## src/rtl/hazard_ctrl_pkg.sv

```systemverilog
// Shared constants and types for the pipeline hazard controller:
// multiply/divide latencies and forward-select encodings.
package hazard_ctrl_pkg;

    localparam int REG_W = 5;
    localparam int CNT_W = 4;

    localparam logic [CNT_W-1:0] MD_MUL_LAT = 4'd5;
    localparam logic [CNT_W-1:0] MD_DIV_LAT = 4'd10;

    typedef enum logic [1:0] {
        FWD_RF  = 2'b00,
        FWD_WB  = 2'b01,
        FWD_MEM = 2'b10
    } fwd_sel_e;

    // $0 is hard-wired, so it never counts as a produced value.
    function automatic logic reg_match(input logic [REG_W-1:0] src,
                                       input logic [REG_W-1:0] dst,
                                       input logic             we);
        return we && (dst != '0) && (src == dst);
    endfunction

endpackage

```

## src/rtl/hazard_ctrl_fwd_unit.sv

```systemverilog
// Forward-select for one operand pair; MEM wins over WB.
// Instantiated for the EX operands and again for the ID comparator operands.
module fwd_unit
    import hazard_ctrl_pkg::*;
(
    input  logic [REG_W-1:0] rs_i,
    input  logic [REG_W-1:0] rt_i,
    input  logic [REG_W-1:0] wr_m_i,
    input  logic             we_m_i,
    input  logic [REG_W-1:0] wr_w_i,
    input  logic             we_w_i,
    output fwd_sel_e         fwd_a_o,
    output fwd_sel_e         fwd_b_o
);

    always_comb begin
        fwd_a_o = FWD_RF;
        if (reg_match(rs_i, wr_m_i, we_m_i))      fwd_a_o = FWD_MEM;
        else if (reg_match(rs_i, wr_w_i, we_w_i)) fwd_a_o = FWD_WB;
    end

    always_comb begin
        fwd_b_o = FWD_RF;
        if (reg_match(rt_i, wr_m_i, we_m_i))      fwd_b_o = FWD_MEM;
        else if (reg_match(rt_i, wr_w_i, we_w_i)) fwd_b_o = FWD_WB;
    end

endmodule

```

## src/rtl/hazard_ctrl.sv

```systemverilog
// Pipeline hazard controller: operand forwarding, load/branch/mul-div stalls,
// mul-div busy counter and a saturating stalled-cycle counter.
module hazard_ctrl
    import hazard_ctrl_pkg::*;
(
    input  logic             clk,
    input  logic             reset,
    input  logic [REG_W-1:0] RsD,
    input  logic [REG_W-1:0] RtD,
    input  logic [REG_W-1:0] RsE,
    input  logic [REG_W-1:0] RtE,
    input  logic [REG_W-1:0] WriteRegE,
    input  logic [REG_W-1:0] WriteRegM,
    input  logic [REG_W-1:0] WriteRegW,
    input  logic             RegWriteE,
    input  logic             RegWriteM,
    input  logic             RegWriteW,
    input  logic             MemtoRegE,
    input  logic             MemtoRegM,
    input  logic             BranchD,
    input  logic             Jump_RD,
    input  logic             MdStartE,
    input  logic             MdDivE,
    input  logic             MdUseD,
    output logic             StallF,
    output logic             StallD,
    output logic             FlushE,
    output logic             ForwardAD,
    output logic             ForwardBD,
    output logic [1:0]       ForwardAE,
    output logic [1:0]       ForwardBE,
    output logic             MdBusy,
    output logic [31:0]      StallCount
);

    fwd_sel_e fwd_ae, fwd_be, fwd_ad, fwd_bd;

    fwd_unit u_fwd_ex (
        .rs_i   (RsE),       .rt_i   (RtE),
        .wr_m_i (WriteRegM), .we_m_i (RegWriteM),
        .wr_w_i (WriteRegW), .we_w_i (RegWriteW),
        .fwd_a_o(fwd_ae),    .fwd_b_o(fwd_be)
    );

    fwd_unit u_fwd_id (
        .rs_i   (RsD),       .rt_i   (RtD),
        .wr_m_i (WriteRegM), .we_m_i (RegWriteM),
        .wr_w_i (WriteRegW), .we_w_i (RegWriteW),
        .fwd_a_o(fwd_ad),    .fwd_b_o(fwd_bd)
    );

    assign ForwardAE = fwd_ae;
    assign ForwardBE = fwd_be;
    // The ID comparator only has a path from the MEM ALU result.
    assign ForwardAD = (fwd_ad == FWD_MEM);
    assign ForwardBD = (fwd_bd == FWD_MEM);

    logic [CNT_W-1:0] md_cnt_q, md_cnt_d;
    logic [31:0]      stall_cnt_q, stall_cnt_d;
    logic             lwstall, brstall, mdstall, stall;

    // Counter reads as idle during reset so the reset cycle is stall-free.
    assign MdBusy = !reset && (md_cnt_q != '0);

    always_comb begin
        lwstall = MemtoRegE && (WriteRegE != '0) &&
                  ((WriteRegE == RsD) || (WriteRegE == RtD));
        brstall = (BranchD || Jump_RD) &&
                  (reg_match(RsD, WriteRegE, RegWriteE) ||
                   reg_match(RtD, WriteRegE, RegWriteE) ||
                   (MemtoRegM && (reg_match(RsD, WriteRegM, RegWriteM) ||
                                  reg_match(RtD, WriteRegM, RegWriteM))));
        mdstall = MdUseD && (MdBusy || MdStartE);
        stall   = lwstall || brstall || mdstall;
    end

    assign StallF     = stall;
    assign StallD     = stall;
    assign FlushE     = stall;
    assign StallCount = stall_cnt_q;

    // A new start while busy is dropped; the running operation keeps counting.
    always_comb begin
        md_cnt_d = md_cnt_q;
        if (MdStartE && !MdBusy) md_cnt_d = MdDivE ? MD_DIV_LAT : MD_MUL_LAT;
        else if (md_cnt_q != '0) md_cnt_d = md_cnt_q - 1'b1;
    end

    always_comb begin
        stall_cnt_d = stall_cnt_q;
        if (stall && (stall_cnt_q != '1)) stall_cnt_d = stall_cnt_q + 32'd1;
    end

    always_ff @(posedge clk) begin
        if (reset) begin
            md_cnt_q    <= '0;
            stall_cnt_q <= '0;
        end else begin
            md_cnt_q    <= md_cnt_d;
            stall_cnt_q <= stall_cnt_d;
        end
    end

endmodule

```

## config.mk

```make
export PLATFORM = sky130hd
export DESIGN_NAME = hazard_ctrl
export DESIGN_NICKNAME = d
export VERILOG_FILES = /design/src/rtl/hazard_ctrl_pkg.sv /design/src/rtl/hazard_ctrl_fwd_unit.sv /design/src/rtl/hazard_ctrl.sv
export SDC_FILE = /design/constraint.sdc
export NUM_CORES = 1
export LEC_CHECK = 0
export BUFFER_PORTS_ARGS = -buffer_cell sky130_fd_sc_hd__buf_2
export CAP_MARGIN = 10
export CORE_ASPECT_RATIO = 0.9
export CORE_MARGIN = 2
export CORE_UTILIZATION = 40
export CTS_CLUSTER_DIAMETER = 100
export CTS_CLUSTER_SIZE = 24
export DETAILED_ROUTE_END_ITERATION = 16
export GPL_ROUTABILITY_DRIVEN = 0
export PLACE_DENSITY = 0.67
export SLEW_MARGIN = 30
export SYNTH_ARGS = -nofsm -noshare
export SYNTH_HDL_FRONTEND = slang
export SYNTH_SLANG_ARGS = --single-unit
```

## constraint.sdc

```tcl
create_clock -name clk -period 7.05 [get_ports clk]
set_input_delay 1.41 -clock clk [delete_from_list [all_inputs] [get_ports clk]]
set_output_delay 1.41 -clock clk [all_outputs]
set_load 0.05 [all_outputs]
```

## After elaboration in Yosys (flattened, before gate mapping)

Index checks and enable logic that the tools add are counted.

| storage, ports and cells | value |
|---|---|
| flip-flop bits (word level) | 36 |
| logic and storage cells | 66 |
| bits of input ports | 47 |

| cells by class | value |
|---|---|
| equality and inequality tests | 15 |
| mux-type cells | 11 |
| add/sub/neg operators | 2 |
| reductions and logical operators | 36 |

Operators by type and width:

| kind | count |
|---|---|
| 5-bit == test | 12 |
| 32-bit by 1-bit adder with 32-bit output, second input constant | 1 |
| 32-bit inequality test, second input constant | 1 |
| 1-bit logical AND | 21 |
| 5-bit nonzero test | 3 |
| 4-bit two-way mux | 3 |
| 1-bit logical OR | 8 |
| 2-bit two-way mux | 4 |
| 2-bit == test, second input constant | 2 |
| 1-bit two-way mux | 4 |
| 4-bit nonzero test | 1 |
| 4-bit by 1-bit subtractor with 4-bit output, second input constant | 1 |
| 1-bit zero test | 2 |
| 2-bit nonzero test | 1 |

## Depth between registers and ports, before layout

| depth | value |
|---|---|
| depth after elaboration | 10 |
| gate-level depth with buffers | 11 |
| gate-level depth less buffers | 9 |

## Hierarchy

Synthesis repeated with hierarchy kept, for this count alone.

| unflattened totals | value |
|---|---|
| cell total of the unflattened synthesis | 336 |
| area total of the unflattened synthesis | 2692.6 um^2 |

By module, submodules not included:

| module | cells an instance | area each (um^2) | instances |
|---|---|---|---|
| hazard_ctrl | 268 | 2177.1 | 1 |
| fwd_unit | 34 | 257.7 | 2 |

## Least setup slack after synthesis

Ideal clock, no wire load.

| path | value |
|---|---|
| path kind | input-to-output |
| start point | in WriteRegM[2] |
| end point | out ForwardAE[0] |
| setup slack | 1.480 ns |
| arrival time | 4.160 ns |
| stages on the path | 5 |
| path buffers | 1 |
| path through | buf_2 -> or4_4 -> o21ai_4 -> nor4_1 -> nor4_1 |

| between the ends | value |
|---|---|
| longest elaborated chain between the ends | 4 |

RTL lines:

| element | RTL line | RTL |
|---|---|---|
| start, declared | hazard_ctrl.sv:13 | `input logic [REG_W-1:0] WriteRegM,` |
| 5-bit nonzero test | hazard_ctrl_pkg.sv:21 | `return we && (dst != '0) && (src == dst);` |
| 1-bit logical AND | hazard_ctrl_pkg.sv:21 |  |
| 1-bit logical AND (*) | hazard_ctrl_pkg.sv:21 |  |
| 2-bit two-way mux (*) | hazard_ctrl_fwd_unit.sv:18 | `if (reg_match(rs_i, wr_m_i, we_m_i)) fwd_a_o = FWD_MEM;` |
| end, declared | hazard_ctrl.sv:30 | `output logic [1:0] ForwardAE,` |

Every way passes the cells marked *; elsewhere a longest branch is shown, timed or not.

## Worst setup path in the final report

| path | value |
|---|---|
| start point | in WriteRegM[1] |
| end point | out ForwardAE[0] |

Same word-level chain as after synthesis.

==> qor.yml <==
sta:
  holdWs_ns: 0.496
  tightest_slew_ns: 0.767
  slew_violations: 0
  rsz0062_at_grt: "false"
  fin_crit_ns: 4.45
  setup_violations: 0
  worst_slack_ns: 2.60
  finalSetupTns_ns: 0
  fmaxAchievable_mhz: 225
  skew_ns: 0.00388
  hold_viol_final: 0
  slew_headroom_pct: 48.9
  post-route-period-util_pct: 63.1
clock_network:
  clock_path_buffers: 2
  postCtsSetupRepairBufs: 0
  cts-resized-gates: 0
  root_buffer: "clkbuf_8"
  tritoncts: "done"
  h-tree-depth: 2
  cts.sinks: 36
  clock_latency_ns: 0.29
  clk_pin_slew_ns: 0.07
  cts-hold-fix-buffers: 0
  cts_buffers: 5
worst_setup_path:
  required_ns: 5.64
  crit_fanout: 5
  start_kind: "input port"
  end_kind: "output pin"
  crit_type: "input port to output pin"
  cp.arrival_ns: 3.04
finish:
  drive_gt1_share_pct: 27.7
  fin_util_pct: 49.4
  nFillCells: 625
  antenna_cells: 0
  area_growth_syn_to_layout_pct: 20.7
  final_area_mm2: 0.00299
  final_nets: 430
  layout.cells.non_filler: 454
yosys:
  synthArstFlopShare_pct: 0
  synth_ff_type: "dfxtp_1"
  ys_seq_area_share_pct: 29.1
  synth_top_area_share_pct: 29.1
  synth-edff-count: 0
  yosysWarnings: 0
  syn_inst: 305
  synth_top_cell_by_area: "dfxtp_1"
  ys_ff_latch: 36
  synth_area_mm2: 0.00247
  synth_area_leaders: "dfxtp_1 29%, xor2_1 11%, a21oi_1 5.5%"
  yosysUniqueCellTypes: 41
  avgSynthCellArea_um2: 8.11
  synth.net_count: 354
route:
  drt-total-wl_um: 6070
  vias: 2476
  dr.pass1.iters: 4
  drtIter0Drc: 91
  drc: 0
  via_per_inst: 5.45
  drtAntennaViolNets: 0
  wl_per_cell_um: 13.4
floorplan:
  dieArea_mm2: 0.00683
  core-area_mm2: 0.00605
  start_util_pct: 40.9
  die_w_um: 86.9
  rows: 27
  ios: 89
  die_h_um: 78.6
placed_design:
  dp_cells: 445
  io_buffers: 88
  place_ws_ns: 2.60
  hpwlAfterDp_um: 4560
  place_area_mm2: 0.00287
global_routing:
  grt_pass1_wl_um: 10200
  grt_overflow: 0
  antenna_found_initial: 0
  grt_usage_pct: 18.2
  grt_start_max_net_pins: 47
  grt_pass1_vias: 2322
power:
  total_power_mw: 0.541
  leakagePower_nw: 1.23
  ir_worst_vdd_v: 0.0000602
  power.density_mw_per_mm2: 181
run:
  cap_violations: 0
hold_path:
  worstHoldPathType: "register to register"
status:
  outcome: "finished, final reports clean"
## worst paths after layout
check	start	end	slack (ns)	cells past startpoint
worst max-delay path	WriteRegM[1]	ForwardAE[0]	2.60	6
worst min register to register	StallCount[9]	StallCount[9]	0.50	2
worst max register to register	StallCount[4]	StallCount[30]	4.46	6
worst min-delay path	StallCount[9]	StallCount[9]	0.50	2
## worst max-delay path, stage by stage
cell     delay [ns]
buf_2          0.14
or4_4          0.55
o21ai_4        0.23
nor4_1         0.11
nor4_1         0.28
buf_2          0.31
## cell type report
type                    instances  area (um2)  area share (%)
well taps                      72        90.1            3.02
multi-input cells             244        1600            53.5
clock buffers                   8        90.1            3.02
flip-flops and latches         36         721            24.1
inverters                       5        18.8           0.629
repair buffers                 89         468            15.7
## registers in the layout, indices dropped and copies added (netlist names)
register / cells
md_cnt_q: 4
StallCount: 32
## cells by family (layout without fill, tap and decap cells)
logic type,after synthesis,in the layout,share of synthesized area (%)
simple gates,126,126,29.1
fa+ha+maj,2,2,1.01
buf+inv,25,102,6.33
xor+xnor,42,42,14.9
compound gates,67,67,16.4
flops,36,36,29.1
mux,7,7,3.14
## power breakdown
group | total, mW | switching [mW] | internal (mW)
Clock | 0.150 | 0.0707 | 0.0797
Combinational | 0.165 | 0.102 | 0.0628
Sequential | 0.226 | 0.0109 | 0.215
Total | 0.541 | 0.184 | 0.357
## cells in the mapped netlist, types with 3 or more instances
master	count
a21oi_1	27
and3_1	8
and4_1	5
buf_2	5
buf_4	3
buf_6	6
clkbuf_1	5
dfxtp_1	36
inv_1	5
mux2_1	5
nand2_1	11
nand3_1	19
nand4_1	7
nor2_1	19
nor2b_1	6
nor3_1	10
nor4_1	4
o21ai_0	15
o21ai_1	11
o31ai_1	5
or3_1	20
or4_1	9
xnor2_1	11
xor2_1	31
## per-layer routing
| layer | vias to the layer above | GRT usage, % | part of all wire [%] |
|---|---|---|---|
| met5 | - | 0 | 0 |
| met4 | 0 | 5.63 | 0.87 |
| met3 | 5 | 4.42 | 5.2 |
| met2 | 60 | 31.5 | 50 |
| met1 | 1161 | 21.9 | 44 |
| li1 | 1250 | - | - |
## placed cells by master, fill, tap and decap left out, types with 6 or more instances in the layout
cell type / Yosys / final
nor3_1: 10 / 10
nor2b_1: 6 / 6
or3_1: 20 / 20
or4_1: 9 / 9
nand3_1: 19 / 19
and3_1: 8 / 8
clkbuf_8: 0 / 6
nor2_1: 19 / 18
buf_2: 5 / 88
nand2_1: 11 / 11
dfxtp_1: 36 / 36
nand4_1: 7 / 7
xnor2_1: 11 / 11
a21oi_1: 27 / 27
o21ai_1: 11 / 11
xor2_1: 31 / 31
o21ai_0: 15 / 15
(Power assumes the default switching activity.)
